--- src/rtl/serial_adder_ctrl_if.sv ---
// serial_adder_ctrl_if
//   Request/result bundle for the bit-serial adder.
//   master: drives start, a, b, cin; observes busy, done, sum, cout.
//   slave : the adder itself.
interface serial_adder_ctrl_if #(
    parameter int WIDTH = 8
);
    logic             start;
    logic [WIDTH-1:0] a;
    logic [WIDTH-1:0] b;
    logic             cin;
    logic             busy;
    logic             done;
    logic [WIDTH-1:0] sum;
    logic             cout;

    modport master (output start, a, b, cin, input  busy, done, sum, cout);
    modport slave  (input  start, a, b, cin, output busy, done, sum, cout);
endinterface

--- src/rtl/serial_adder_ctrl.sv ---
// serial_adder_ctrl
//   Bit-serial adder: {cout,sum} = a + b + cin, one bit per clock, LSB first.
//   Operands are captured on a start accepted in IDLE. busy is high for WIDTH
//   cycles (RUN), followed by a one-cycle done pulse (DONE). sum/cout are
//   registered and change only on the RUN->DONE edge or on reset.
// Ports
//   clk  : rising-edge clock
//   rst  : synchronous active-high reset
//   bus  : serial_adder_ctrl_if.slave (start, a, b, cin -> busy, done, sum, cout)
module serial_adder_ctrl #(
    parameter int WIDTH = 8
) (
    input  logic                clk,
    input  logic                rst,
    serial_adder_ctrl_if.slave  bus
);
    localparam int            CW   = $clog2(WIDTH + 1);
    localparam logic [CW-1:0] LAST = CW'(WIDTH - 1);

    typedef enum logic [1:0] {
        IDLE = 2'd0,
        RUN  = 2'd1,
        DONE = 2'd2
    } state_t;

    state_t           state;
    logic [WIDTH-1:0] sha;
    logic [WIDTH-1:0] shb;
    logic [WIDTH-1:0] shs;
    logic [WIDTH-1:0] sum_q;
    logic             carry;
    logic             cout_q;
    logic             busy_q;
    logic             done_q;
    logic [CW-1:0]    cnt;

    logic             fa_s;
    logic             fa_co;
    logic [WIDTH-1:0] shs_nxt;

    // 1-bit full-adder cell on the operand LSBs, plus the partial-sum shift
    // with the new bit entering at the MSB. After WIDTH shifts the first bit
    // computed has reached bit 0.
    always_comb begin
        fa_s             = sha[0] ^ shb[0] ^ carry;
        fa_co            = (sha[0] & shb[0]) | (sha[0] & carry) | (shb[0] & carry);
        shs_nxt          = shs >> 1;
        shs_nxt[WIDTH-1] = fa_s;
    end

    always_ff @(posedge clk) begin
        if (rst) begin
            state  <= IDLE;
            sha    <= '0;
            shb    <= '0;
            shs    <= '0;
            sum_q  <= '0;
            carry  <= 1'b0;
            cout_q <= 1'b0;
            busy_q <= 1'b0;
            done_q <= 1'b0;
            cnt    <= '0;
        end else begin
            case (state)
                IDLE: begin
                    done_q <= 1'b0;
                    if (bus.start) begin
                        sha    <= bus.a;
                        shb    <= bus.b;
                        carry  <= bus.cin;
                        shs    <= '0;
                        cnt    <= '0;
                        busy_q <= 1'b1;
                        state  <= RUN;
                    end
                end
                RUN: begin
                    carry <= fa_co;
                    sha   <= sha >> 1;
                    shb   <= shb >> 1;
                    shs   <= shs_nxt;
                    cnt   <= cnt + CW'(1);
                    if (cnt == LAST) begin
                        sum_q  <= shs_nxt;
                        cout_q <= fa_co;
                        busy_q <= 1'b0;
                        done_q <= 1'b1;
                        state  <= DONE;
                    end
                end
                DONE: begin
                    // start is deliberately not looked at here
                    done_q <= 1'b0;
                    state  <= IDLE;
                end
                default: begin
                    busy_q <= 1'b0;
                    done_q <= 1'b0;
                    state  <= IDLE;
                end
            endcase
        end
    end

    assign bus.busy = busy_q;
    assign bus.done = done_q;
    assign bus.sum  = sum_q;
    assign bus.cout = cout_q;
endmodule

--- src/flat_wrapper.sv ---
// flat-port wrapper written by rule: the top's interface ports become plain ports
module serial_adder_ctrl_flat 
#(
    parameter int WIDTH = 8
)
  (clk, rst, bus_start, bus_a, bus_b, bus_cin, bus_busy, bus_done, bus_sum, bus_cout);
  serial_adder_ctrl_if #(.WIDTH(WIDTH)) bus_i ();
  input  logic clk;
  input  logic rst;
  input wire logic [$bits(bus_i.start)-1:0] bus_start;
  input wire logic [$bits(bus_i.a)-1:0] bus_a;
  input wire logic [$bits(bus_i.b)-1:0] bus_b;
  input wire logic [$bits(bus_i.cin)-1:0] bus_cin;
  output wire logic [$bits(bus_i.busy)-1:0] bus_busy;
  output wire logic [$bits(bus_i.done)-1:0] bus_done;
  output wire logic [$bits(bus_i.sum)-1:0] bus_sum;
  output wire logic [$bits(bus_i.cout)-1:0] bus_cout;
  assign bus_i.start = bus_start;
  assign bus_i.a = bus_a;
  assign bus_i.b = bus_b;
  assign bus_i.cin = bus_cin;
  assign bus_busy = bus_i.busy;
  assign bus_done = bus_i.done;
  assign bus_sum = bus_i.sum;
  assign bus_cout = bus_i.cout;
  serial_adder_ctrl #(.WIDTH(WIDTH)) u_core (.clk(clk), .rst(rst), .bus(bus_i));
endmodule
--- config.mk ---
export PLATFORM = sky130hd
export DESIGN_NAME = serial_adder_ctrl_flat
export DESIGN_NICKNAME = d
export VERILOG_FILES = /design/src/rtl/serial_adder_ctrl_if.sv /design/src/rtl/serial_adder_ctrl.sv /design/src/flat_wrapper.sv
export SDC_FILE = /design/constraint.sdc
export NUM_CORES = 1
export LEC_CHECK = 0
export BUFFER_PORTS_ARGS = -buffer_cell sky130_fd_sc_hd__buf_2
export CAP_MARGIN = 20
export CORE_ASPECT_RATIO = 1.75
export CORE_MARGIN = 2
export CORE_UTILIZATION = 50
export DETAILED_ROUTE_END_ITERATION = 6
export GPL_ROUTABILITY_DRIVEN = 0
export PLACE_DENSITY = 0.7
export SLEW_MARGIN = 10
export SYNTH_ARGS = -nofsm -noshare
export SYNTH_HDL_FRONTEND = slang
export SYNTH_SLANG_ARGS = --single-unit
--- constraint.sdc ---
create_clock -name clk -period 1.65 [get_ports clk]
set_input_delay 0 -clock clk [delete_from_list [all_inputs] [get_ports clk]]
set_output_delay 0 -clock clk [all_outputs]
set_load 0.005 [all_outputs]
# After elaboration in Yosys (flattened, before gate mapping)
# Cells that the tools add are included.
classes:
  reduce_logical: 7
  eq_ne: 5
  div_mod_pow: 0
  n_bitwise: 9
  addsub: 1
  mux: 16
  shift: 0
  magnitude_cmp: 0
  mul: 0
op_table:
  columns: ["cell", "count"]
  rows:
  - ["8-bit one-hot mux with 2 select lines", 3]
  - ["8-bit two-way mux", 3]
  - ["4-bit one-hot mux with 2 select lines", 1]
  - ["2-bit AND reduction", 3]
  - ["4-bit by 1-bit adder with 4-bit output, second input constant", 1]
  - ["4-bit by 3-bit == test with 1-bit output, second input constant", 1]
  - ["2-bit two-way mux", 2]
  - ["4-bit two-way mux", 1]
  - ["2-bit one-hot mux with 2 select lines", 1]
  - ["1-bit AND", 3]
  - ["1-bit two-way mux", 3]
  - ["1-bit one-hot mux with 3 select lines", 1]
  - ["3-bit AND reduction", 1]
  - ["2-bit by 1-bit == test with 1-bit output, second input constant", 1]
  - ["2-bit == test, second input constant", 1]
  - ["2-bit logical NOT", 1]
  - ["2-bit by 1-bit != test with 1-bit output, second input constant", 1]
  - ["2-bit != test, second input constant", 1]
  - ["1-bit NOT", 2]
  - ["1-bit OR", 2]
  - ["1-bit one-hot mux with 2 select lines", 1]
  - ["2-bit nonzero test", 1]
  - ["2-bit OR reduction", 1]
  - ["1-bit XOR", 2]
totals:
  out_inout_bits: 11
  latch_bits: 0
  n_memories: 0
  input_bits: 20
  register_bits: 42
  rom_bits: 0
  ramBits: 0

# Longest topological paths before layout
# Gate-level depths: netlist of run 1.
logic_depth:
  word_depth: 4
  mapped_depth: 5
  ltp_nobuf: 4

# Worst setup path before layout of run 1
# No wires, ideal clock.
synth_timing:
  path_kind: "register to register"
  start: "register u_core.cnt[0]"
  end: "register u_core.state[0]"
  required_time_ns: 1.564
  path_buffers: 1
  setup_time_ns: 0.086
  arrival_time_ns: 1.058
  path_stages_with_launch: 5
  path_slack_ns: 0.506
  cell_sequence: "dfxtp_1 -> ha_1 -> and3b_1 -> buf_2 -> a211oi_1"
synth_via:
  elab_chain_cells: 3
synth_lines:
  columns: ["item", "line_no", "rtl"]
  rows:
  - ["from (decl)", "serial_adder_ctrl.sv:35", "logic [CW-1:0] cnt;"]
  - ["from (signal assigned)", "serial_adder_ctrl.sv:82", "cnt <= cnt + CW'(1);"]
  - ["4-bit by 3-bit == test with 1-bit output", "serial_adder_ctrl.sv:83", "if (cnt == LAST) begin"]
  - ["2-bit by 1-bit != test with 1-bit output (no line)", null, null]
  - ["2-bit AND reduction (no line)", null, null]
  - ["to (signal assigned)", "serial_adder_ctrl.sv:88", "state <= DONE;"]
  - ["to (signal assigned)", "serial_adder_ctrl.sv:94", "state <= IDLE;"]
  - ["to (signal assigned)", "serial_adder_ctrl.sv:99", "state <= IDLE;"]
  - ["to (decl)", "serial_adder_ctrl.sv:26", "state_t state;"]
# Every way passes these cells.
# A chain may end at the register's enable or synchronous reset.

# Worst setup path after layout of run 1
layout_timing:
  start: "register u_core.cnt[0]"
  end: "register u_core.sum_q[3] (netlist: u_core.bus.sum[3])"
layout_via:
  elab_chain_cells: 2
layout_lines:
  columns: ["item", "line_no", "rtl"]
  rows:
  - ["4-bit by 3-bit == test with 1-bit output", "serial_adder_ctrl.sv:83", null]
  - ["2-bit AND reduction (no line)", null, null]
  - ["to (signal assigned)", "serial_adder_ctrl.sv:84", "sum_q <= shs_nxt;"]
  - ["to (decl)", "serial_adder_ctrl.sv:30", "logic [WIDTH-1:0] sum_q;"]
# Every way passes these cells.

==> results.sh, run 1 <==
export IMPL_status="finished clean"
export IMPL_worst_pin_slew_ps=553.2
export IMPL_antenna_found_initial=0
export IMPL_initial_utilization=0.5259
export IMPL_drt_pass1_iter_count=4
export IMPL_slowest_stage="dfxtp_1"
export IMPL_drt_wl_total_um=4058
export IMPL_setup_violations=0
export IMPL_synth_edf_count=0
export IMPL_syn_avg_cell_area_um2=8.753
export IMPL_first_global_vias=1564
export IMPL_drv_cap=0
export IMPL_die_area_um2=4346
export IMPL_hp_class="in -> reg"
export IMPL_dp_hpwl_um=2776
export IMPL_grt_total_usage=0.2048
export IMPL_yosys_warnings=0
export IMPL_seqCellArea_um2=820.8
export IMPL_cts_setup_buffers=0
export IMPL_yosysUniqueCellTypes=35
export IMPL_layout_common_cells="dfxtp_1 (41), a21oi_1 (40), buf_2 (30)"
export IMPL_final_common_cell="dfxtp_1"
export IMPL_max_clock_freq_mhz=713.5
export IMPL_cts_buffers=5
export IMPL_tns_ps=0
export IMPL_dieHeight_um=85.72
export IMPL_cts_sinks=41
export IMPL_die_width_um=50.70
export IMPL_path_buf_inv=0
export IMPL_max_stage_delay_ps=390
export IMPL_fin_crit_ps=1402
export IMPL_cts_tree="yes"
export IMPL_n_antenna_cell=0
export IMPL_htree_levels=2
export IMPL_cts_buffer_depth=2
export IMPL_crit_path_start_kind="register"
export IMPL_fin_crit_sh=0.8495
export IMPL_core_um2=3628
export IMPL_nNetsFinal=269
export IMPL_path_cells="ha_1 > nand3b_1 > o21ai_0 > a21oi_1"
export IMPL_cp_arrival_ps=1580
export IMPL_fin_skew_ps=4.450
export IMPL_antenna_left=0
export IMPL_end_kind="register"
export IMPL_critPathMaxFanout=11
export IMPL_worstSkewPairLatency_ps=290
export IMPL_vias_per_cell=5.612
export IMPL_row_count=29
export IMPL_final_cell_count_no_fill=294
export IMPL_vias=1650
export IMPL_io_pins=31
export IMPL_io_buffers=30
export IMPL_syn_area_um2=1908
export IMPL_grt_start_max_net_pins=29
export IMPL_synthesis_nets=240
export IMPL_root_buffer="clkbuf_8"
export IMPL_ys_seq_area_frac=0.4302
export IMPL_dp_cells=284
export IMPL_area_delta_synth_final_pct=16.79
export IMPL_slew_violations=0
export IMPL_p_leak_nw=0.9399
export IMPL_num_fill_cells=352
export IMPL_synth_ff_type="dfxtp_1"
export IMPL_timing_hold_ws_ps=84.16
export IMPL_max_slew_margin_rel=0.6304
export IMPL_first_iter_violations=34
export IMPL_synth_seq_cells=41
export IMPL_drc=0
export IMPL_cp_required_ps=1830
export IMPL_ys_async_sr_fraction=0
export IMPL_wire_per_inst_um=13.80
export IMPL_drive_gt1_frac=0.2702
export IMPL_powerDensity_nw_per_um2=1017
export IMPL_critPathKind="reg -> reg"
export IMPL_clk_pin_slew_ps=80
export IMPL_syn_inst=218
export IMPL_ctsResizeCount=0
export IMPL_critical_path_top_delay_family="flip-flops"
export IMPL_gr_total_overflow=0
export IMPL_grt_pass1_wl_um=6900
export IMPL_multiInputGateArea_um2=910.9
export IMPL_finalHoldViolations=0
export IMPL_rsz0062_at_grt="false"
export IMPL_ir_drop_mv=0.8948
## final cells by class
| type | instances | area share |
|---|---|---|
| clock buffers | 5 | 0.03088 |
| clock inverters | 3 | 0.02920 |
| inverters | 14 | 0.02358 |
| multi-input cells | 142 | 0.4088 |
| flip-flops and latches | 41 | 0.3683 |
| well taps | 46 | 0.02583 |
| repair buffers | 43 | 0.1134 |
## routing by layer
metal  share of wire  up-vias  track usage
li1                -      834            -
met1            0.43      763       0.2419
met2            0.49       42       0.3397
met3           0.037       11      0.04007
met4           0.034        0       0.1179
met5               0        -            0
## worst min-delay path, stage by stage
cell,delay (ps)
buf_2,90
mux2i_1,150
a211oi_2,80
## path summary, 6_finish.rpt
check,start,endpoint,slack (ps),depth (start not counted)
worst max-delay path,u_core.cnt[0],u_core.bus.sum[3],250,4
worst min-delay path,bus_a[1],u_core.sha[1],80,3
worst max register to register,u_core.cnt[0],u_core.bus.sum[3],250,4
worst min register to register,u_core.bus.done,u_core.bus.done,470,1
## logic make-up after synthesis
logic type                 count (synthesis)  synth area share
AOI/OAI and AO/OA                         80            0.2853
adders and majority gates                  2           0.01705
buffers and inverters                     35           0.09245
DFF                                       41            0.4302
muxes                                      2           0.01049
and+or+nand+nor                           58            0.1646
## registers in the layout, summed over array words and instances, names as in the netlist
name / cells
u_core.sha: 8
u_core.cnt: 4
u_core.shb: 8
u_core.bus.sum: 8
u_core.bus.busy: 1
u_core.state: 2
u_core.shs: 7
u_core.bus.cout: 1
u_core.bus.done: 1
u_core.carry: 1
## cells in the mapped netlist (2+ instances only)
master    number  area, um^2
nand3_1        2       10.01
o22ai_1        2       12.51
clkbuf_1       3       11.26
nor2_1        28       105.1
mux2i_1        2       20.02
buf_4          2       15.01
inv_1         14       52.55
nand4b_1       9       78.83
dfxtp_1       41       820.8
nor2b_1        5       31.28
a211oi_2       2       25.02
nor3b_1        2       15.01
buf_6          3       33.78
nand3b_1       2       15.01
nand2_1        4       15.01
buf_2         12       60.06
o21ai_1        2       10.01
o221a_2       13       146.4
a22o_1         8       70.07
a21oi_1       40       200.2
o21ai_0        8       40.04
## metrics by stage
| stage | power, mW | util | setup slack (ps) | cell area [um^2] |
|---|---|---|---|---|
| after floorplan | 1.266 | - | 506.1 | 1908 |
| after global placement | 1.328 | 0.5717 | 316.9 | 2074 |
| after detailed placement | 1.334 | 0.5717 | 295.7 | 2074 |
| after CTS | 2.287 | 0.6141 | 255.4 | 2228 |
| after global routing | 2.360 | 0.6141 | 105.7 | 2228 |
| final | 2.266 | 0.6141 | 248.4 | 2228 |
## where the power goes
part	switching (mW)	internal [mW]
clock	0.350	0.601
combinational	0.128	0.117
sequential	0.0380	1.03
## timing repair
action	CTS	global route
hold buffers	2	0
endpoints found under the hold margin	2	0
setup endpoints to repair	0	0
No activity file was read; power rests on OpenSTA's default activity.
==> inputs of run 2 (changes only) <==
==> constraint.sdc (replaced) <==
create_clock -name clk -period 1.4 [get_ports clk]
set_input_delay 0 -clock clk [delete_from_list [all_inputs] [get_ports clk]]
set_output_delay 0 -clock clk [all_outputs]
set_load 0.005 [all_outputs]
==> results.sh, run 2 (synthesized netlist as in run 1, its figures left out) <==
export IMPL_r2r_cells=4
export IMPL_dp_hpwl_um=2826
export IMPL_area_delta_synth_final_pct=17.77
export IMPL_status="finished clean"
export IMPL_antenna_left=0
export IMPL_fin_area_um2=2247
export IMPL_antenna_found_initial=0
export IMPL_grt_start_max_net_pins=29
export IMPL_p_total_mw=2.550
export IMPL_grt_pass1_wl_um=7031
export IMPL_place_area_um2=2110
export IMPL_max_slew_margin_rel=0.6698
export IMPL_worstSkewPairLatency_ps=290
export IMPL_worst_pin_slew_ps=494.3
export IMPL_regToRegSetupSlack_ps=110
export IMPL_critPathKind="reg -> reg"
export IMPL_root_buffer="clkbuf_8"
export IMPL_multiInputGateArea_um2=914.6
export IMPL_first_iter_violations=37
export IMPL_io_pins=31
export IMPL_drive_gt1_frac=0.2880
export IMPL_vias_per_cell=5.557
export IMPL_end_kind="register"
export IMPL_drc=0
export IMPL_timing_hold_ws_ps=4.938
export IMPL_vias=1645
export IMPL_cp_arrival_ps=1510
export IMPL_cts_tree="yes"
export IMPL_nNetsFinal=271
export IMPL_n_antenna_cell=0
export IMPL_tns_ps=0
export IMPL_layout_common_cells="dfxtp_1 (41), a21oi_1 (40), buf_2 (30)"
export IMPL_first_global_vias=1544
export IMPL_htree_levels=2
export IMPL_r2r_start="u_core.state[1]"
export IMPL_initial_utilization=0.5259
export IMPL_max_clock_freq_mhz=773.7
export IMPL_row_count=29
export IMPL_hp_class="in -> reg"
export IMPL_ir_drop_mv=1.183
export IMPL_fin_crit_ps=1292
export IMPL_cts_buffer_depth=2
export IMPL_critPathMaxFanout=9
export IMPL_p_leak_nw=0.9452
export IMPL_core_um2=3628
export IMPL_cts_buffers=5
export IMPL_powerDensity_nw_per_um2=1135
export IMPL_rsz0062_at_grt="false"
export IMPL_dieHeight_um=85.72
export IMPL_holdPathStages=3
export IMPL_drv_cap=0
export IMPL_crit_path_start_kind="register"
export IMPL_fin_crit_sh=0.9232
export IMPL_num_fill_cells=341
export IMPL_fin_skew_ps=6.157
export IMPL_setup_violations=0
export IMPL_finalHoldViolations=0
export IMPL_slew_violations=0
export IMPL_drt_pass1_iter_count=4
export IMPL_clk_pin_slew_ps=80
export IMPL_final_core_util=0.6193
export IMPL_io_buffers=30
export IMPL_die_width_um=50.70
export IMPL_cp_required_ps=1620
export IMPL_grt_total_usage=0.2086
export IMPL_gr_total_overflow=0
export IMPL_hold_path_startpoint="bus_b[7]"
export IMPL_seqCellArea_um2=820.8
export IMPL_cp_startpoint="u_core.state[1]"
export IMPL_drt_wl_total_um=4052
export IMPL_cts_sinks=41
export IMPL_wire_per_inst_um=13.69
export IMPL_final_common_cell="dfxtp_1"
export IMPL_die_area_um2=4346
-- run 2: routing by layer --
layer / up-vias / global-route usage / wire (um)
met4: 0 / 0.08108 / 65
met1: 771 / 0.2389 / 1671
li1: 835 / - / -
met3: 7 / 0.03659 / 125
met5: - / 0 / 0
met2: 32 / 0.3756 / 2189
-- run 2: critical path, stage by stage (launching register included) --
cell      delay (ps)
dfxtp_1          350
nand2b_2         220
buf_12           150
or3_1            330
a31oi_1          170
-- run 2: area by class of cell --
cell class,instances,area share
Tap cell,46,0.02561
Clock inverter,2,0.01670
Timing Repair Buffer,45,0.1253
Clock buffer,6,0.03675
Multi-Input combinational cell,142,0.4070
Inverter,14,0.02339
Sequential cell,41,0.3653
-- run 2: where the power goes --
part	switching (mW)	internal (mW)
sequential	0.0444	1.22
combinational	0.152	0.143
clock	0.413	0.580
total	0.609	1.94
-- run 2: per-stage QoR --
step	setup WS, ps	cells
after floorplan	256.1	218
after global placement	99.02	287
after detailed placement	41.89	287
after CTS	26.02	296
after global routing	11.59	296
final	107.5	296
-- run 2: path summary, 6_finish.rpt --
path	end
worst min register to register	u_core.bus.sum[4]
worst min-delay path	u_core.shb[7]
worst max-delay path	u_core.cnt[3]
worst max register to register	u_core.cnt[3]
-- run 2: what timing repair did --
item,4_1_cts,5_1_grt
hold buffers,1,0
hold endpoints to repair,1,0
gates resized for setup,0,3
setup buffers,0,0
setup endpoints to repair,0,14
